$ cat src/rtl/y86_regfile_if.sv
// Writeback/decode-side bus of the Y86-64 register file: commit results in,
// read ports and status out.
interface y86_regfile_if #(
  parameter int DATA_W = 64,
  parameter int CNT_W  = 32
);
  logic              instr_valid;
  logic              halt;
  logic [3:0]        dstE;
  logic [DATA_W-1:0] valE;
  logic [3:0]        dstM;
  logic [DATA_W-1:0] valM;
  logic [3:0]        srcA;
  logic [3:0]        srcB;
  logic [DATA_W-1:0] valA;
  logic [DATA_W-1:0] valB;
  logic [3:0]        dbg_sel;
  logic [DATA_W-1:0] dbg_val;
  logic [CNT_W-1:0]  retired;
  logic              halted;

  modport master (
    output instr_valid, halt, dstE, valE, dstM, valM, srcA, srcB, dbg_sel,
    input  valA, valB, dbg_val, retired, halted
  );

  modport slave (
    input  instr_valid, halt, dstE, valE, dstM, valM, srcA, srcB, dbg_sel,
    output valA, valB, dbg_val, retired, halted
  );
endinterface

$ cat src/rtl/y86_regfile.sv
// Y86-64 architectural register file: 15 registers, two decode read ports,
// a debug port, a retired-instruction counter and a sticky halt state.
module y86_regfile #(
  parameter int              DATA_W   = 64,
  parameter logic [DATA_W-1:0] RSP_INIT = '0,
  parameter int              CNT_W    = 32
) (
  input  logic        clk,
  input  logic        rst_n,
  y86_regfile_if.slave rf
);

  localparam logic [3:0] RNONE = 4'hF;

  typedef enum logic {RUN, HALTED} state_t;

  state_t            state;
  logic              halted_q;
  logic [CNT_W-1:0]  retired_q;
  logic [DATA_W-1:0] regs [15];
  logic              commit;

  // The halting instruction itself never commits, so halt gates commit directly.
  assign commit = rf.instr_valid & (state == RUN) & ~rf.halt;

  always_ff @(posedge clk or negedge rst_n) begin
    if (!rst_n) begin
      state    <= RUN;
      halted_q <= 1'b0;
    end else begin
      case (state)
        RUN: begin
          if (rf.instr_valid && rf.halt) begin
            state    <= HALTED;
            halted_q <= 1'b1;
          end
        end
        HALTED: begin
          state    <= HALTED;
          halted_q <= 1'b1;
        end
        default: begin
          state    <= RUN;
          halted_q <= 1'b0;
        end
      endcase
    end
  end

  // valM is checked first so it wins a dstE/dstM collision (popq %rsp).
  always_ff @(posedge clk or negedge rst_n) begin
    if (!rst_n) begin
      for (int i = 0; i < 15; i++) begin
        regs[i] <= (i == 4) ? RSP_INIT : '0;
      end
      retired_q <= '0;
    end else if (commit) begin
      for (int i = 0; i < 15; i++) begin
        if (rf.dstM == 4'(i)) begin
          regs[i] <= rf.valM;
        end else if (rf.dstE == 4'(i)) begin
          regs[i] <= rf.valE;
        end
      end
      retired_q <= retired_q + CNT_W'(1);
    end
  end

  assign rf.valA    = (rf.srcA    == RNONE) ? '0 : regs[rf.srcA];
  assign rf.valB    = (rf.srcB    == RNONE) ? '0 : regs[rf.srcB];
  assign rf.dbg_val = (rf.dbg_sel == RNONE) ? '0 : regs[rf.dbg_sel];
  assign rf.retired = retired_q;
  assign rf.halted  = halted_q;

endmodule

$ cat src/flat_wrapper.sv
// flat-port wrapper written by rule: the top's interface ports become plain ports
module y86_regfile_flat 
#(
  parameter int              DATA_W   = 64,
  parameter logic [DATA_W-1:0] RSP_INIT = '0,
  parameter int              CNT_W    = 32
)
  (clk, rst_n, rf_instr_valid, rf_halt, rf_dstE, rf_valE, rf_dstM, rf_valM, rf_srcA, rf_srcB, rf_dbg_sel, rf_valA, rf_valB, rf_dbg_val, rf_retired, rf_halted);
  y86_regfile_if #(.DATA_W(DATA_W), .CNT_W(CNT_W)) rf_i ();
  input  logic clk;
  input  logic rst_n;
  input wire logic [$bits(rf_i.instr_valid)-1:0] rf_instr_valid;
  input wire logic [$bits(rf_i.halt)-1:0] rf_halt;
  input wire logic [$bits(rf_i.dstE)-1:0] rf_dstE;
  input wire logic [$bits(rf_i.valE)-1:0] rf_valE;
  input wire logic [$bits(rf_i.dstM)-1:0] rf_dstM;
  input wire logic [$bits(rf_i.valM)-1:0] rf_valM;
  input wire logic [$bits(rf_i.srcA)-1:0] rf_srcA;
  input wire logic [$bits(rf_i.srcB)-1:0] rf_srcB;
  input wire logic [$bits(rf_i.dbg_sel)-1:0] rf_dbg_sel;
  output wire logic [$bits(rf_i.valA)-1:0] rf_valA;
  output wire logic [$bits(rf_i.valB)-1:0] rf_valB;
  output wire logic [$bits(rf_i.dbg_val)-1:0] rf_dbg_val;
  output wire logic [$bits(rf_i.retired)-1:0] rf_retired;
  output wire logic [$bits(rf_i.halted)-1:0] rf_halted;
  assign rf_i.instr_valid = rf_instr_valid;
  assign rf_i.halt = rf_halt;
  assign rf_i.dstE = rf_dstE;
  assign rf_i.valE = rf_valE;
  assign rf_i.dstM = rf_dstM;
  assign rf_i.valM = rf_valM;
  assign rf_i.srcA = rf_srcA;
  assign rf_i.srcB = rf_srcB;
  assign rf_i.dbg_sel = rf_dbg_sel;
  assign rf_valA = rf_i.valA;
  assign rf_valB = rf_i.valB;
  assign rf_dbg_val = rf_i.dbg_val;
  assign rf_retired = rf_i.retired;
  assign rf_halted = rf_i.halted;
  y86_regfile #(.DATA_W(DATA_W), .RSP_INIT(RSP_INIT), .CNT_W(CNT_W)) u_core (.clk(clk), .rst_n(rst_n), .rf(rf_i));
endmodule
$ cat config.mk
export PLATFORM = sky130hd
export DESIGN_NAME = y86_regfile_flat
export DESIGN_NICKNAME = d
export VERILOG_FILES = /design/src/rtl/y86_regfile_if.sv /design/src/rtl/y86_regfile.sv /design/src/flat_wrapper.sv
export SDC_FILE = /design/constraint.sdc
export NUM_CORES = 2
export LEC_CHECK = 0
export ABC_CLOCK_PERIOD_IN_PS = 2200
export BUFFER_PORTS_ARGS = -buffer_cell sky130_fd_sc_hd__buf_2
export CORE_MARGIN = 2
export CORE_UTILIZATION = 46
export DETAILED_ROUTE_END_ITERATION = 8
export PLACE_DENSITY = 0.71
export SYNTH_ARGS = -nofsm -noshare
export SYNTH_HDL_FRONTEND = slang
export SYNTH_SLANG_ARGS = --single-unit
$ cat constraint.sdc
create_clock -name clk -period 2.2 [get_ports clk]
set_input_delay 0.11 -clock clk [delete_from_list [all_inputs] [get_ports clk]]
set_output_delay 0.11 -clock clk [all_outputs]
set_load 0.02 [all_outputs]
==> metrics <==
CP Launch Type flop; vias per inst 6.93; Worst Hold Class primary input to async pin; Leak Pwr 35.9 nW; mapped cell area 69100 um^2; vias in the first global route 63669; final core occ 57.0%; Crit-path slowest cell mux4_2; Net Count, Synth 6947; skew final 0.0357 ns; GRT overflow 0; share of cells above drive strength 1 27.7%; DR DRC count 0; Post-synth top flop dfrtp_1; period utilization 117%; r2r worst-path depth 7; worst path cell trace mux4_2 -> nor2b_4 -> a211oi_2 -> a21oi_1 -> buf_4 -> buf_6; CP endpoint kind output port; Die Width 392 um; asr flop ratio synth 100%; Worst VDD drop 704 uV; post-synthesis cell count 6794; critical path depth 6; row cnt 142; EDFF count, synth 0; Placed Cells 8838; Final ANT Viol Nets 0; Skew-Pair Late Insertion Delay 0.78 ns; DRT Pass-1 Iters 9; Final WS setup -0.373 ns; max frequency 389 MHz; synth-to-layout area growth 23.5%; Hold Vio Cnt, Final 0; Worst Path Arrival 2.46 ns; fin cells 9303; I/O Pins 377; failing checks setup timing; Sequential Area 24900 um^2; CP required 2.09 ns; largest net degree at the start of global routing 137; Detail Placement HPWL 170 mm; clock-pin slew on the worst setup and hold paths 0.06 ns; CP delay by family, top multiplexers; status complete, but fails checks; Die Ht 392 um; CP bufs+invs 2; fraction of power consumed by sequential logic 39.1%; Tot GR Track Use 35.5%; Fill cells 12228; Clock Tree Root clkbuf_16; Final Wtd Congestion 0.948; YS warnings 0; CTS tree done; min Tclk post-route 2.57 ns; leading cell type in the layout, fill and taps excluded mux2i_1; Slew Limit Fails 0; Max FO, Critical Path 4; WL/cell 30.1 um; Port Buffers 376; maximum root-to-sink buffer count 3; Power Internal 36.6 mW; Critical Path Max Stage Delay 0.50 ns; die area 153000 um^2; initial core utilization 46.2%; actual slew at the worst max-slew pin 1.04 ns; Seq/Total Area, Yosys 36.0%; Switch Pwr 16.2 mW; DR vias 64481; initial antenna violation count 26; Tot Pwr 52.8 mW; switching share of power 30.7%; Final setup viols 192; Syn Area/Cell 10.2 um^2; core region area 150000 um^2; CTS Buf Count 113; post-synthesis cell type count 49; Worst R2R Setup Slack 0.09 ns; Final #Nets 7313; multi-input combinational cell area 43200 um^2; 1st-iter DRT viols 9632; CTS Sinks 994; RSZ-0062 raised after global routing yes; flops & latches, synth 994; Crit Path Class flop to output port; Power per Cell Area 619 nW/um^2; H-tree depth reported by CTS 3; first-pass GRT wire length 411 mm; crit path capture rf_valA[6]; most frequent cells in the layout 1342 x mux2i_1, 992 x dfrtp_1, 717 x nand2_1, 672 x o21ai_1, 386 x mux4_2; Rel. slew slack 30.7%; logic gate share of total power 21.2%; part of the power in the clock network 39.7%; worst reg2reg startpoint u_core.state; routed wire length 280 mm; R2R Path End u_core.regs[32]; Worst setup startpoint u_core.regs[710]; max cap viols 0
[worst register-to-register path, stage by stage, from the launching register on]
cell     delay (ns)
dfrtp_1        0.41
or3b_4         0.43
buf_4          0.22
a21oi_4        0.32
buf_12         0.22
buf_12         0.21
nor2_1         0.08
a21oi_1        0.12
[registers in the layout, indices dropped and copies added (netlist names)]
name,count
u_core.rf.halted,1
u_core.rf.retired,32
u_core.regs,960
u_core.state,1
[layout make-up]
cell class	count	area share (%)
clock inverters	60	0.978
flip-flops and latches	994	29.1
diodes	30	0.0880
repair buffers	1034	12.4
inverters	4	0.0176
multi-input cells	5013	50.7
well taps	2016	2.96
clock buffers	152	3.76
[cells in the mapped netlist (2+ instances only)]
cell	count	area (um^2)
and4_1	3	26.3
clkbuf_1	435	1630
mux2_2	190	2140
nor3b_2	2	25.0
dfrtp_1	994	24900
nor3_1	3	15.0
nor4_2	3	37.5
nor3b_1	2	15.0
and3b_1	2	17.5
nor4b_1	6	52.6
buf_4	33	248
or3_1	2	12.5
a21oi_1	452	2260
a221oi_1	126	1100
and4bb_1	6	75.1
nand4b_1	8	70.1
nand2_1	718	2700
xnor2_1	21	184
inv_1	4	15.0
o21ai_0	34	170
buf_2	305	1530
mux2i_1	1344	13500
nand3b_1	2	15.0
nand3_1	7	35.0
a22oi_1	64	480
buf_1	10	37.5
o21ai_1	683	3420
and3_1	4	25.0
nor4_1	3	18.8
nand4_1	8	50.1
mux4_2	386	8690
o22ai_1	126	788
xor2_1	10	87.6
o221ai_1	64	561
nor4b_2	3	45.0
nand2b_1	4	25.0
nor2b_1	259	1620
a211oi_1	192	1440
nor4bb_1	6	60.1
nor2_1	261	980
[repair_timing]
item / in CTS / in global routing
resized for setup: 484 / 236
buffers inserted: 16 / 28
gates cloned: 0 / 0
hold buffers: 197 / 0
pin swaps: 181 / 37
endpoints found under the setup margin: 192 / 195
endpoints found under the hold margin: 1961 / 0
[metal layers]
| metal | global-route usage (%) | part of all wire, % |
|---|---|---|
| met4 | 24.6 | 7.9 |
| met1 | 45.1 | 35 |
| met5 | 0.159 | 0.0039 |
| met2 | 53.2 | 44 |
| met3 | 8.78 | 12 |
[worst min path at each step]
stage           from          endpoint  cells past startpoint
3_3_place_gp   rst_n  u_core.regs[776]                      1
4_1_cts        rst_n  u_core.regs[145]                      3
6_report       rst_n  u_core.regs[399]                      3
5_1_grt        rst_n   u_core.regs[80]                      3
2_1_floorplan  rst_n    u_core.regs[0]                      0
3_5_place_dp   rst_n  u_core.regs[776]                      1
[stage by stage]
step | TNS, ns | instance area [um^2] | setup WS, ns | hold WS [ns]
6_report | -39.47 | 85300 | -0.373 | 0.0477
5_1_grt | -46.91 | 85300 | -0.422 | 0.0589
4_1_cts | -39.12 | 84100 | -0.355 | 0.0384
3_5_place_dp | -0.0212 | 76200 | -0.0134 | -0.00663
3_3_place_gp | 0 | 76200 | 0.00618 | -0.00684
2_1_floorplan | 0 | 69100 | 0.335 | -0.186
[power by group through the flow]
| stage | combinational (mW) | sequential, mW | clock (mW) |
|---|---|---|---|
| final | 11.2 | 20.7 | 20.9 |
| after global routing | 11.7 | 20.7 | 21.7 |
| after CTS | 10.6 | 20.5 | 21.0 |
| after detailed placement | 9.66 | 20.9 | 0 |
| after global placement | 9.43 | 20.8 | 0 |
| after floorplan | 5.99 | 20.5 | 0 |
[cells by family (layout without fill, tap and decap cells)]
| kind of cell | count (synthesis) | after routing | synth area share (%) |
|---|---|---|---|
| buffers and inverters | 787 | 1250 | 5.00 |
| other | 0 | 30 | 0 |
| DFF | 994 | 994 | 36.0 |
| muxes | 1920 | 1920 | 35.1 |
| and+or+nand+nor | 1319 | 1319 | 8.66 |
| AOI/OAI and AO/OA | 1742 | 1742 | 14.8 |
| adders and majority gates | 1 | 1 | 0.0181 |
| xor gates and xnor gates | 31 | 31 | 0.393 |
Power figures use the tool's default switching activity.
